File: config.mk
export PLATFORM = sky130hd
export DESIGN_NAME = hazard_scoreboard
export DESIGN_NICKNAME = d
export VERILOG_FILES = /design/src/rtl/hazard_scoreboard_pkg.sv /design/src/rtl/hazard_scoreboard_entry.sv /design/src/rtl/hazard_scoreboard.sv
export SDC_FILE = /design/constraint.sdc
export NUM_CORES = 1
export LEC_CHECK = 0
export ABC_AREA = 1
export CAP_MARGIN = 5
export CORE_MARGIN = 2
export CORE_UTILIZATION = 24
export CTS_CLUSTER_SIZE = 25
export DETAILED_ROUTE_END_ITERATION = 10
export PLACE_DENSITY = 0.41
export SLEW_MARGIN = 20
export SYNTH_ARGS = -nofsm -noshare
export SYNTH_HDL_FRONTEND = slang
export SYNTH_SLANG_ARGS = --single-unit
File: constraint.sdc
create_clock -name clk -period 7.65 [get_ports clk]
set_clock_uncertainty 0.1 [all_clocks]
set_input_delay 1.1475 -clock clk [delete_from_list [all_inputs] [get_ports clk]]
set_output_delay 1.1475 -clock clk [all_outputs]
set_load 0.01 [all_outputs]
File: src/rtl/hazard_scoreboard_pkg.sv
// Shared pipeline types for the decode-stage hazard scoreboard.
package hazard_scoreboard_pkg;

  localparam int unsigned REG_W = 5;
  localparam int unsigned FWD_W = 2;

  typedef logic [REG_W-1:0] creg_addr_t;
  typedef logic [FWD_W-1:0] fwd_sel_t;

  // Post-decode stage numbering; 0 doubles as "read the register file".
  localparam fwd_sel_t STG_RF  = 2'd0;
  localparam fwd_sel_t STG_EXE = 2'd1;
  localparam fwd_sel_t STG_MEM = 2'd2;
  localparam fwd_sel_t STG_WB  = 2'd3;

  // One lane of an issued bundle.
  typedef struct packed {
    logic       valid;
    creg_addr_t regw;
    fwd_sel_t   rdy_stage;
  } issue_t;

endpackage

File: src/rtl/hazard_scoreboard_entry.sv
// Per-register producer tracker: valid, current stage and forwardable-from stage.
module sb_entry
  import hazard_scoreboard_pkg::*;
#(
  parameter int unsigned NSTAGE     = 3,
  parameter int unsigned KEEP_STAGE = 2,
  parameter int unsigned STW        = 2
) (
  input  logic           clk,
  input  logic           reset,
  input  logic           advance,
  input  logic           flush,
  input  logic           load,
  input  logic [STW-1:0] load_rdy,
  output logic           valid,
  output logic [STW-1:0] stage,
  output logic [STW-1:0] rdy
);

  logic           valid_q, valid_d;
  logic [STW-1:0] stage_q, stage_d;
  logic [STW-1:0] rdy_q, rdy_d;

  // Next state: a new producer overrides everything; otherwise flush-kill, then age/retire.
  always_comb begin
    valid_d = valid_q;
    stage_d = stage_q;
    rdy_d   = rdy_q;
    if (load) begin
      valid_d = 1'b1;
      stage_d = STW'(STG_EXE);
      rdy_d   = load_rdy;
    end else if (valid_q) begin
      if (flush && (stage_q < STW'(KEEP_STAGE))) begin
        valid_d = 1'b0;
        stage_d = '0;
        rdy_d   = '0;
      end else if (advance) begin
        if (stage_q == STW'(NSTAGE)) begin
          // Leaving writeback: the write-first regfile now holds the value.
          valid_d = 1'b0;
          stage_d = '0;
          rdy_d   = '0;
        end else begin
          stage_d = stage_q + 1'b1;
        end
      end
    end
  end

  // State register with asynchronous clear.
  always_ff @(posedge clk or posedge reset) begin
    if (reset) begin
      valid_q <= 1'b0;
      stage_q <= '0;
      rdy_q   <= '0;
    end else begin
      valid_q <= valid_d;
      stage_q <= stage_d;
      rdy_q   <= rdy_d;
    end
  end

  assign valid = valid_q;
  assign stage = stage_q;
  assign rdy   = rdy_q;

endmodule

File: src/rtl/hazard_scoreboard.sv
// Multi-lane register-hazard scoreboard: forward selects and in-order stall chain.
module hazard_scoreboard
  import hazard_scoreboard_pkg::*;
#(
  parameter int unsigned LANES      = 2,
  parameter int unsigned NSTAGE     = 3,
  parameter int unsigned NREG       = 32,
  parameter int unsigned KEEP_STAGE = 2,
  parameter int unsigned STW        = $clog2(NSTAGE + 1)
) (
  input  logic                     clk,
  input  logic                     reset,
  input  logic                     advance,
  input  logic                     flush,
  input  logic [LANES-1:0]         issue_valid,
  input  logic [LANES*5-1:0]       issue_regw,
  input  logic [LANES*STW-1:0]     issue_rdy_stage,
  input  logic [LANES*2*5-1:0]     q_ra,
  output logic [LANES*2*STW-1:0]   q_sel,
  output logic [LANES-1:0]         q_stall,
  output logic                     busy
);

  logic [NREG-1:0]          ent_valid;
  logic [NREG-1:0][STW-1:0] ent_stage;
  logic [NREG-1:0][STW-1:0] ent_rdy;
  logic [NREG-1:1]          ent_load;
  logic [NREG-1:1][STW-1:0] ent_load_rdy;
  logic [LANES*2-1:0]       op_pend;

  // $0 is hardwired; it never has a producer.
  assign ent_valid[0] = 1'b0;
  assign ent_stage[0] = '0;
  assign ent_rdy[0]   = '0;

  for (genvar r = 1; r < NREG; r++) begin : g_ent
    sb_entry #(
      .NSTAGE    (NSTAGE),
      .KEEP_STAGE(KEEP_STAGE),
      .STW       (STW)
    ) u_entry (
      .clk     (clk),
      .reset   (reset),
      .advance (advance),
      .flush   (flush),
      .load    (ent_load[r]),
      .load_rdy(ent_load_rdy[r]),
      .valid   (ent_valid[r]),
      .stage   (ent_stage[r]),
      .rdy     (ent_rdy[r])
    );
  end

  // Operand lookup: forward once the producer reached its ready stage, else mark pending.
  always_comb begin
    q_sel   = '0;
    op_pend = '0;
    for (int op = 0; op < LANES * 2; op++) begin
      creg_addr_t ra;
      ra = q_ra[op*5 +: 5];
      if (ra != '0 && ent_valid[ra]) begin
        if (ent_stage[ra] >= ent_rdy[ra]) begin
          q_sel[op*STW +: STW] = ent_stage[ra];
        end else begin
          op_pend[op] = 1'b1;
        end
      end
    end
  end

  // Stall chain: own pending operand, older-lane write in the same bundle, or older stall.
  always_comb begin
    logic prev;
    q_stall = '0;
    prev    = 1'b0;
    for (int l = 0; l < LANES; l++) begin
      logic       st;
      creg_addr_t ra0, ra1, rw;
      ra0 = q_ra[(l*2)*5 +: 5];
      ra1 = q_ra[(l*2+1)*5 +: 5];
      st  = prev | op_pend[l*2] | op_pend[l*2+1];
      for (int j = 0; j < l; j++) begin
        rw = issue_regw[j*5 +: 5];
        if (issue_valid[j] && rw != '0 && (rw == ra0 || rw == ra1)) begin
          st = 1'b1;
        end
      end
      q_stall[l] = st;
      prev       = st;
    end
  end

  // Entry loads: ascending lane order so the highest issuing lane wins a shared regw.
  always_comb begin
    ent_load     = '0;
    ent_load_rdy = '0;
    if (advance && !flush) begin
      for (int l = 0; l < LANES; l++) begin
        if (issue_valid[l] && !q_stall[l]) begin
          for (int r = 1; r < NREG; r++) begin
            if (issue_regw[l*5 +: 5] == creg_addr_t'(r)) begin
              ent_load[r]     = 1'b1;
              ent_load_rdy[r] = issue_rdy_stage[l*STW +: STW];
            end
          end
        end
      end
    end
  end

  assign busy = |ent_valid;

`ifndef SYNTHESIS
  for (genvar l = 0; l < LANES; l++) begin : g_chk
    a_rdy_range : assert property (@(posedge clk) disable iff (reset)
      (advance && issue_valid[l]) |-> (issue_rdy_stage[l*STW +: STW] <= STW'(NSTAGE)));
  end
`endif

endmodule

==> results.sh, run 1 <==
export IMPL_fmax_ghz=0.146
export IMPL_setup_viol=0
export IMPL_worstMarginPinSlew_ns=1.13
export IMPL_grt_overflow=0
export IMPL_synth_compound_area_frac=0.304
export IMPL_min_period_over_period=0.898
export IMPL_routed_via_density=5.51
export IMPL_topRoutingLayerUsed="met5"
export IMPL_setup_tns_final_ns=0
export IMPL_grt_pass1_vias=16800
export IMPL_place_hpwl_um=64800
export IMPL_grt_pass1_wl_um=120000
export IMPL_start_kind="input pin"
export IMPL_clockBufferDepth=2
export IMPL_htree_levels=4
export IMPL_cp_top_family="buffers and inverters"
export IMPL_path_clk_slew_ns=0.06
export IMPL_synthFlopType="dfrtp_1"
export IMPL_dr_pass1_iters=6
export IMPL_finalHoldViolCount=0
export IMPL_grt_use_total=0.248
export IMPL_syn_area_mm2=0.0155
export IMPL_hold_slack_ns=0.377
export IMPL_cts_resized=0
export IMPL_drive_gt1_frac=0.0701
export IMPL_wl_met3_um=5100
export IMPL_area_growth_syn_to_layout_pct=12.5
export IMPL_die_h_um=258
export IMPL_vias=18200
export IMPL_async_reset_ff_frac=1.00
export IMPL_ys_ff_latch=155
export IMPL_initial_utilization=0.241
export IMPL_syn_nets=2536
export IMPL_min_path_type="flip-flop to flip-flop"
export IMPL_synth_area_per_cell_um2=6.29
export IMPL_path_cells="clkdlybuf4s50_1 > nor2_2 > clkinv_1 > buf_4 > o221ai_1 > a21oi_1 > a32oi_1 > ha_1 > a211oi_1 > nand2_1 > nand2_2 > nor3_1 > inv_1 > clkdlybuf4s50_1"
export IMPL_period_minus_slack_ns=6.87
export IMPL_worstPathMaxFanout=11
export IMPL_arrival_ns=5.62
export IMPL_globalplace_congestion=0.982
export IMPL_cts_buffers=17
export IMPL_grt_max_degree=63
export IMPL_synth_yosys_seq_area_share=0.251
export IMPL_cpMostUsedCell="clkdlybuf4s50_1"
export IMPL_vdd_drop_max_uv=123
export IMPL_slew_viol_final=0
export IMPL_status="completed"
export IMPL_antenna_found_initial=2
export IMPL_tritoncts="yes"
export IMPL_rsz0062_at_grt="no"
export IMPL_endpoint_kind="output pin"
export IMPL_synthAdderAreaFrac=0.0316
export IMPL_nets=2521
export IMPL_cts_root_buf="clkbuf_16"
export IMPL_total_power_w=0.00397
export IMPL_wl_met2_um=37200
export IMPL_synthXorXnorAreaFrac=0.00396
export IMPL_synth_simple_area_share=0.301
export IMPL_post_cts_buffers=0
export IMPL_path_buf_inv=5
export IMPL_powerDensity_mw_per_mm2=228
export IMPL_io_buffers=50
export IMPL_crit_path_top_delay_cell="clkdlybuf4s50_1"
export IMPL_synth_cells=2457
export IMPL_wl_met1_um=36300
export IMPL_yosysWarnings=0
export IMPL_ios=51
export IMPL_drc=0
export IMPL_antenna_left=0
export IMPL_max_stage_delay_ns=0.73
export IMPL_num_rows=93
export IMPL_relSlewSlack=0.242
export IMPL_leakagePower_nw=7.85
export IMPL_maxCapViolations=0
export IMPL_synth_mux_area_frac=0
export IMPL_synth_edf_count=0
export IMPL_routed_wl_um=83000
export IMPL_synth_top_family_by_area="compound AO/OA/AOI/OAI gates"
export IMPL_wl_per_cell_um=25.1
export IMPL_crit_required_ns=6.40
export IMPL_nFillCells=7177
export IMPL_drt_iter0_drc=1931
export IMPL_cts_sinks=155
export IMPL_yosysUniqueCellTypes=51
export IMPL_fp_dieW_um=258
export IMPL_worstSetupPathType="input pin to output pin"
export IMPL_cts_hold_fix_buffers=0
export IMPL_diodes=0
export IMPL_dieArea_mm2=0.0665
export IMPL_core_mm2=0.0641
export IMPL_clk_latency_ns=0.49
report_power, final:
group / leakage, nW / switching (W) / total, W / internal (W)
combinational: 5.48 / 0.00113 / 0.00166 / 0.000531
sequential: 2.06 / 0.000343 / 0.00136 / 0.00102
clock: 0.303 / 0.000412 / 0.000944 / 0.000531
total: 7.85 / 0.00188 / 0.00397 / 0.00208
cells in the mapped netlist, types with 6 or more instances:
master / number / area, um2
nand2_1: 604 / 2270
o21ai_0: 342 / 1710
inv_1: 241 / 905
a21oi_1: 231 / 1160
nand3_1: 190 / 951
dfrtp_1: 155 / 3880
nor2_1: 135 / 507
clkbuf_1: 90 / 338
o211ai_1: 76 / 571
o221ai_1: 61 / 534
ha_1: 39 / 488
o21ai_1: 38 / 190
nand4_1: 29 / 181
nand2_2: 22 / 138
nor3_1: 19 / 95.1
buf_2: 18 / 90.1
buf_1: 14 / 52.6
nand4_2: 12 / 150
buf_4: 11 / 82.6
inv_2: 11 / 41.3
o2111ai_1: 11 / 96.3
a221oi_1: 9 / 78.8
buf_6: 9 / 101
nand4_4: 9 / 191
o31ai_1: 8 / 60.1
a32o_1: 6 / 60.1
nor2_2: 6 / 37.5
per-stage QoR:
stage | setup WS [ns] | cells | util | instance area (um2)
2_1_floorplan | 2.22 | 2457 | - | 15500
3_3_place_gp | 0.804 | 3278 | 0.262 | 16800
3_5_place_dp | 0.855 | 3278 | 0.262 | 16800
4_1_cts | 0.838 | 3310 | 0.271 | 17400
5_1_grt | 0.559 | 3310 | 0.271 | 17400
6_report | 0.781 | 3310 | 0.271 | 17400
per-layer routing:
layer | GRT usage | vias to the layer above
met5 | 0 | -
met3 | 0.0362 | 172
li1 | - | 8507
met2 | 0.393 | 768
met1 | 0.327 | 8771
met4 | 0.126 | 4
flip-flops by register name, summed over array words and instances (netlist names):
| signal | flops |
|---|---|
| g_ent.u_entry.valid | 31 |
| g_ent.u_entry.stage | 62 |
| g_ent.u_entry.rdy | 62 |
worst paths after layout:
path	startpoint	end	slack, ns	cells after the start
setup / recovery	q_ra[6]	q_stall[1]	0.78	14
hold / removal	g_ent[5].u_entry.rdy[1]$_DFFE_PP0P_	g_ent[5].u_entry.rdy[1]$_DFFE_PP0P_	0.38	2
setup reg to reg	g_ent[7].u_entry.stage[1]$_DFFE_PP0P_	g_ent[21].u_entry.rdy[1]$_DFFE_PP0P_	2.84	19
hold reg to reg	g_ent[5].u_entry.rdy[1]$_DFFE_PP0P_	g_ent[5].u_entry.rdy[1]$_DFFE_PP0P_	0.38	2
max in group asynchronous	reset	g_ent[16].u_entry.stage[1]$_DFFE_PP0P_	5.31	3
min in group asynchronous	reset	g_ent[11].u_entry.stage[1]$_DFFE_PP0P_	0.90	2
worst reg2reg max path, cell delays in order, from the launching register on:
cell and delay [ns]:
dfrtp_1 0.47, inv_1 0.15, a21oi_1 0.07, o21ai_0 0.11, o211ai_1 0.15, a221oi_1 0.53
a32oi_1 0.18, ha_1 0.35, inv_1 0.04, nor2_1 0.08, a211oi_1 0.07, nand2_1 0.13
nand2_2 0.22, nor2_2 0.77, buf_4 0.29, nand4_1 0.14, o21ai_0 0.24, nand2_1 0.34
nand3_1 0.15, o21ai_0 0.09
layout make-up:
type                       count  area [um2]  area share
clock inverter                13         169     0.00971
clock buffer                  19         453      0.0260
multi-input combinational   1902        9920       0.570
sequential                   155        3880       0.223
timing repair buffer         111         941      0.0541
inverter                     255         965      0.0554
tap                          855        1070      0.0615
cell families (layout without fill, tap and decap cells):
group | count (synthesis) | after routing
AND/OR/NAND/NOR | 1043 | 1043
AO/OA/AOI/OAI | 813 | 813
buffers and inverters | 400 | 398
flip-flops | 155 | 155
adder cells (fa/ha/maj) | 39 | 39
XOR/XNOR | 7 | 7
placed cells by master, fill, tap and decap left out, types with 4 or more instances in the layout:
cell,n
o221ai_1,61
o21a_1,5
nand4_1,29
nor3_1,19
o2111ai_1,11
buf_4,62
xnor2_1,4
a32oi_1,5
nand3_1,190
a211oi_1,5
nor4_1,5
o31ai_1,8
o211ai_1,76
a221oi_1,9
nand2_1,604
clkdlybuf4s50_1,43
o21ai_1,38
inv_2,12
clkbuf_16,17
a21oi_1,231
a22oi_1,5
clkinv_4,7
nor2_1,134
nand4_2,12
o21ai_0,342
inv_1,239
buf_2,5
dfrtp_1,155
nand2_2,22
a32o_1,6
nand4_4,9
ha_1,39
nor2_2,6
No activity file was read; power rests on OpenSTA's default activity.
==> run 2: changes to the inputs <==
- SLEW_MARGIN: 20 -> default
- clock period: 7.65 -> 6.7 ns (I/O delays scaled with it)
==> results.sh, run 2 (same netlist as run 1, synthesis figures left out) <==
export IMPL_pre_cts_ws_ns=0.0409
export IMPL_hold_depth=2
export IMPL_final_cell_mix="604 x nand2_1, 342 x o21ai_0, 237 x inv_1"
export IMPL_min_period_over_period=0.969
export IMPL_crit_required_ns=5.59
export IMPL_crit_path_top_delay_cell="clkdlybuf4s50_1"
export IMPL_final_util=0.272
export IMPL_drc=0
export IMPL_final_common_cell="nand2_1"
export IMPL_core_mm2=0.0641
export IMPL_routed_via_density=5.52
export IMPL_wl_met1_um=37800
export IMPL_status="completed"
export IMPL_initial_utilization=0.241
export IMPL_setup_tns_final_ns=0
export IMPL_period_minus_slack_ns=6.49
export IMPL_swShare=0.480
export IMPL_min_path_type="flip-flop to flip-flop"
export IMPL_total_power_w=0.00458
export IMPL_drive_gt1_frac=0.0731
export IMPL_arrival_ns=5.39
export IMPL_antenna_left=0
export IMPL_switching_power_w=0.00220
export IMPL_slew_viol_final=0
export IMPL_cts_hold_fix_buffers=0
export IMPL_ios=51
export IMPL_num_rows=93
export IMPL_drt_iter0_drc=1842
export IMPL_wl_met3_um=5190
export IMPL_fmax_ghz=0.154
export IMPL_cp_top_family="buffers and inverters"
export IMPL_maxCapViolations=0
export IMPL_clockBufferDepth=2
export IMPL_worstMarginPinSlew_ns=1.05
export IMPL_regToRegStartpoint="g_ent[10].u_entry.stage[1]$_DFFE_PP0P_"
export IMPL_endpoint_kind="output pin"
export IMPL_p_seq_frac=0.343
export IMPL_die_h_um=258
export IMPL_nFillCells=7169
export IMPL_globalplace_congestion=1.03
export IMPL_grt_max_degree=101
export IMPL_dr_pass1_iters=5
export IMPL_cts_root_buf="clkbuf_16"
export IMPL_worstPathMaxFanout=18
export IMPL_fp_dieW_um=258
export IMPL_hold_slack_ns=0.381
export IMPL_topRoutingLayerUsed="met4"
export IMPL_vias=18300
export IMPL_grt_pass1_wl_um=123000
export IMPL_vdd_drop_max_uv=154
export IMPL_path_buf_inv=5
export IMPL_setup_viol=0
export IMPL_grt_overflow=0
export IMPL_htree_levels=4
export IMPL_path_cells="clkdlybuf4s50_1 > inv_2 > o221ai_1 > o221ai_1 > a31oi_1 > a41oi_1 > ha_1 > inv_1 > nor2_1 > a211oi_1 > nand2_1 > nand2_2 > nor3_1 > inv_1 > clkdlybuf4s50_1"
export IMPL_relSlewSlack=0.298
export IMPL_max_stage_delay_ns=0.73
export IMPL_start_kind="input pin"
export IMPL_ff2ff_path_depth=23
export IMPL_area_growth_syn_to_layout_pct=12.9
export IMPL_nets=2527
export IMPL_finalHoldViolCount=0
export IMPL_grt_pass1_vias=17000
export IMPL_grt_use_total=0.255
export IMPL_powerDensity_mw_per_mm2=262
export IMPL_wl_per_cell_um=25.7
export IMPL_worstSetupStartpoint="q_ra[2]"
export IMPL_worstHoldStart="g_ent[23].u_entry.rdy[1]$_DFFE_PP0P_"
export IMPL_clk_latency_ns=0.50
export IMPL_antenna_found_initial=1
export IMPL_internal_power_w=0.00238
export IMPL_power_frac_comb=0.421
export IMPL_rsz0062_at_grt="no"
export IMPL_cts_buffers=17
export IMPL_regToRegSetupSlack_ns=1.82
export IMPL_clock_power_share=0.236
export IMPL_cp_depth=15
export IMPL_cts_sinks=155
export IMPL_dieArea_mm2=0.0665
export IMPL_wl_met2_um=39000
export IMPL_tritoncts="yes"
export IMPL_path_clk_slew_ns=0.07
export IMPL_place_hpwl_um=66400
export IMPL_leakagePower_nw=7.89
export IMPL_io_buffers=50
export IMPL_worstSetupPathType="input pin to output pin"
export IMPL_timing_final_ws_setup_ns=0.208
export IMPL_routed_wl_um=85400
==> run 2: metrics by stage <==
stage          instances  cell area [um2]
2_1_floorplan       2457            15500
3_3_place_gp        3284            16800
3_5_place_dp        3284            16800
4_1_cts             3316            17500
5_1_grt             3316            17500
6_report            3317            17500
==> run 2: final timing paths <==
| check | endpoint |
|---|---|
| min reg2reg | g_ent[23].u_entry.rdy[1]$_DFFE_PP0P_ |
| min | g_ent[23].u_entry.rdy[1]$_DFFE_PP0P_ |
| max in group asynchronous | g_ent[18].u_entry.rdy[1]$_DFFE_PP0P_ |
| max | q_stall[1] |
| max reg2reg | g_ent[26].u_entry.rdy[1]$_DFFE_PP0P_ |
| min in group asynchronous | g_ent[9].u_entry.valid$_DFF_PP0_ |
==> run 2: area by class of cell <==
cell class	instances	area [um2]	area share
multi-input cells	1902	9930	0.568
repair buffers	117	1000	0.0573
inverters	255	965	0.0552
well taps	855	1070	0.0612
flip-flops and latches	155	3880	0.222
clock buffers	22	494	0.0283
diodes	1	2.50	0.000143
clock inverters	10	129	0.00738
==> run 2: worst reg2reg max path: cells and delay by family (launching register included) <==
kind	cells	cell delay [ns]
AND/OR/NAND/NOR	11	2.46
adder cells (fa/ha/maj)	1	0.34
buffers and inverters	3	0.58
AO/OA/AOI/OAI	8	0.88
flip-flops	1	0.40
==> run 2: repair_timing <==
item | CTS | global route
hold endpoints to repair | 0 | 0
gates resized for setup | 0 | 2
endpoints found under the setup margin | 0 | 2
setup buffers | 0 | 0
==> run 2: power by group through the flow <==
stage / clock network, W / logic (W) / registers (W)
2_1_floorplan: 0 / 0.00128 / 0.00138
3_3_place_gp: 0 / 0.00190 / 0.00157
3_5_place_dp: 0 / 0.00191 / 0.00157
4_1_cts: 0.00112 / 0.00191 / 0.00156
5_1_grt: 0.00115 / 0.00215 / 0.00160
6_report: 0.00108 / 0.00193 / 0.00157
==> run 2: metal layers <==
metal | track usage | vias to the layer above
met5 | 0 | -
met3 | 0.0348 | 124
met4 | 0.106 | 0
li1 | - | 8516
met2 | 0.412 | 749
met1 | 0.342 | 8906
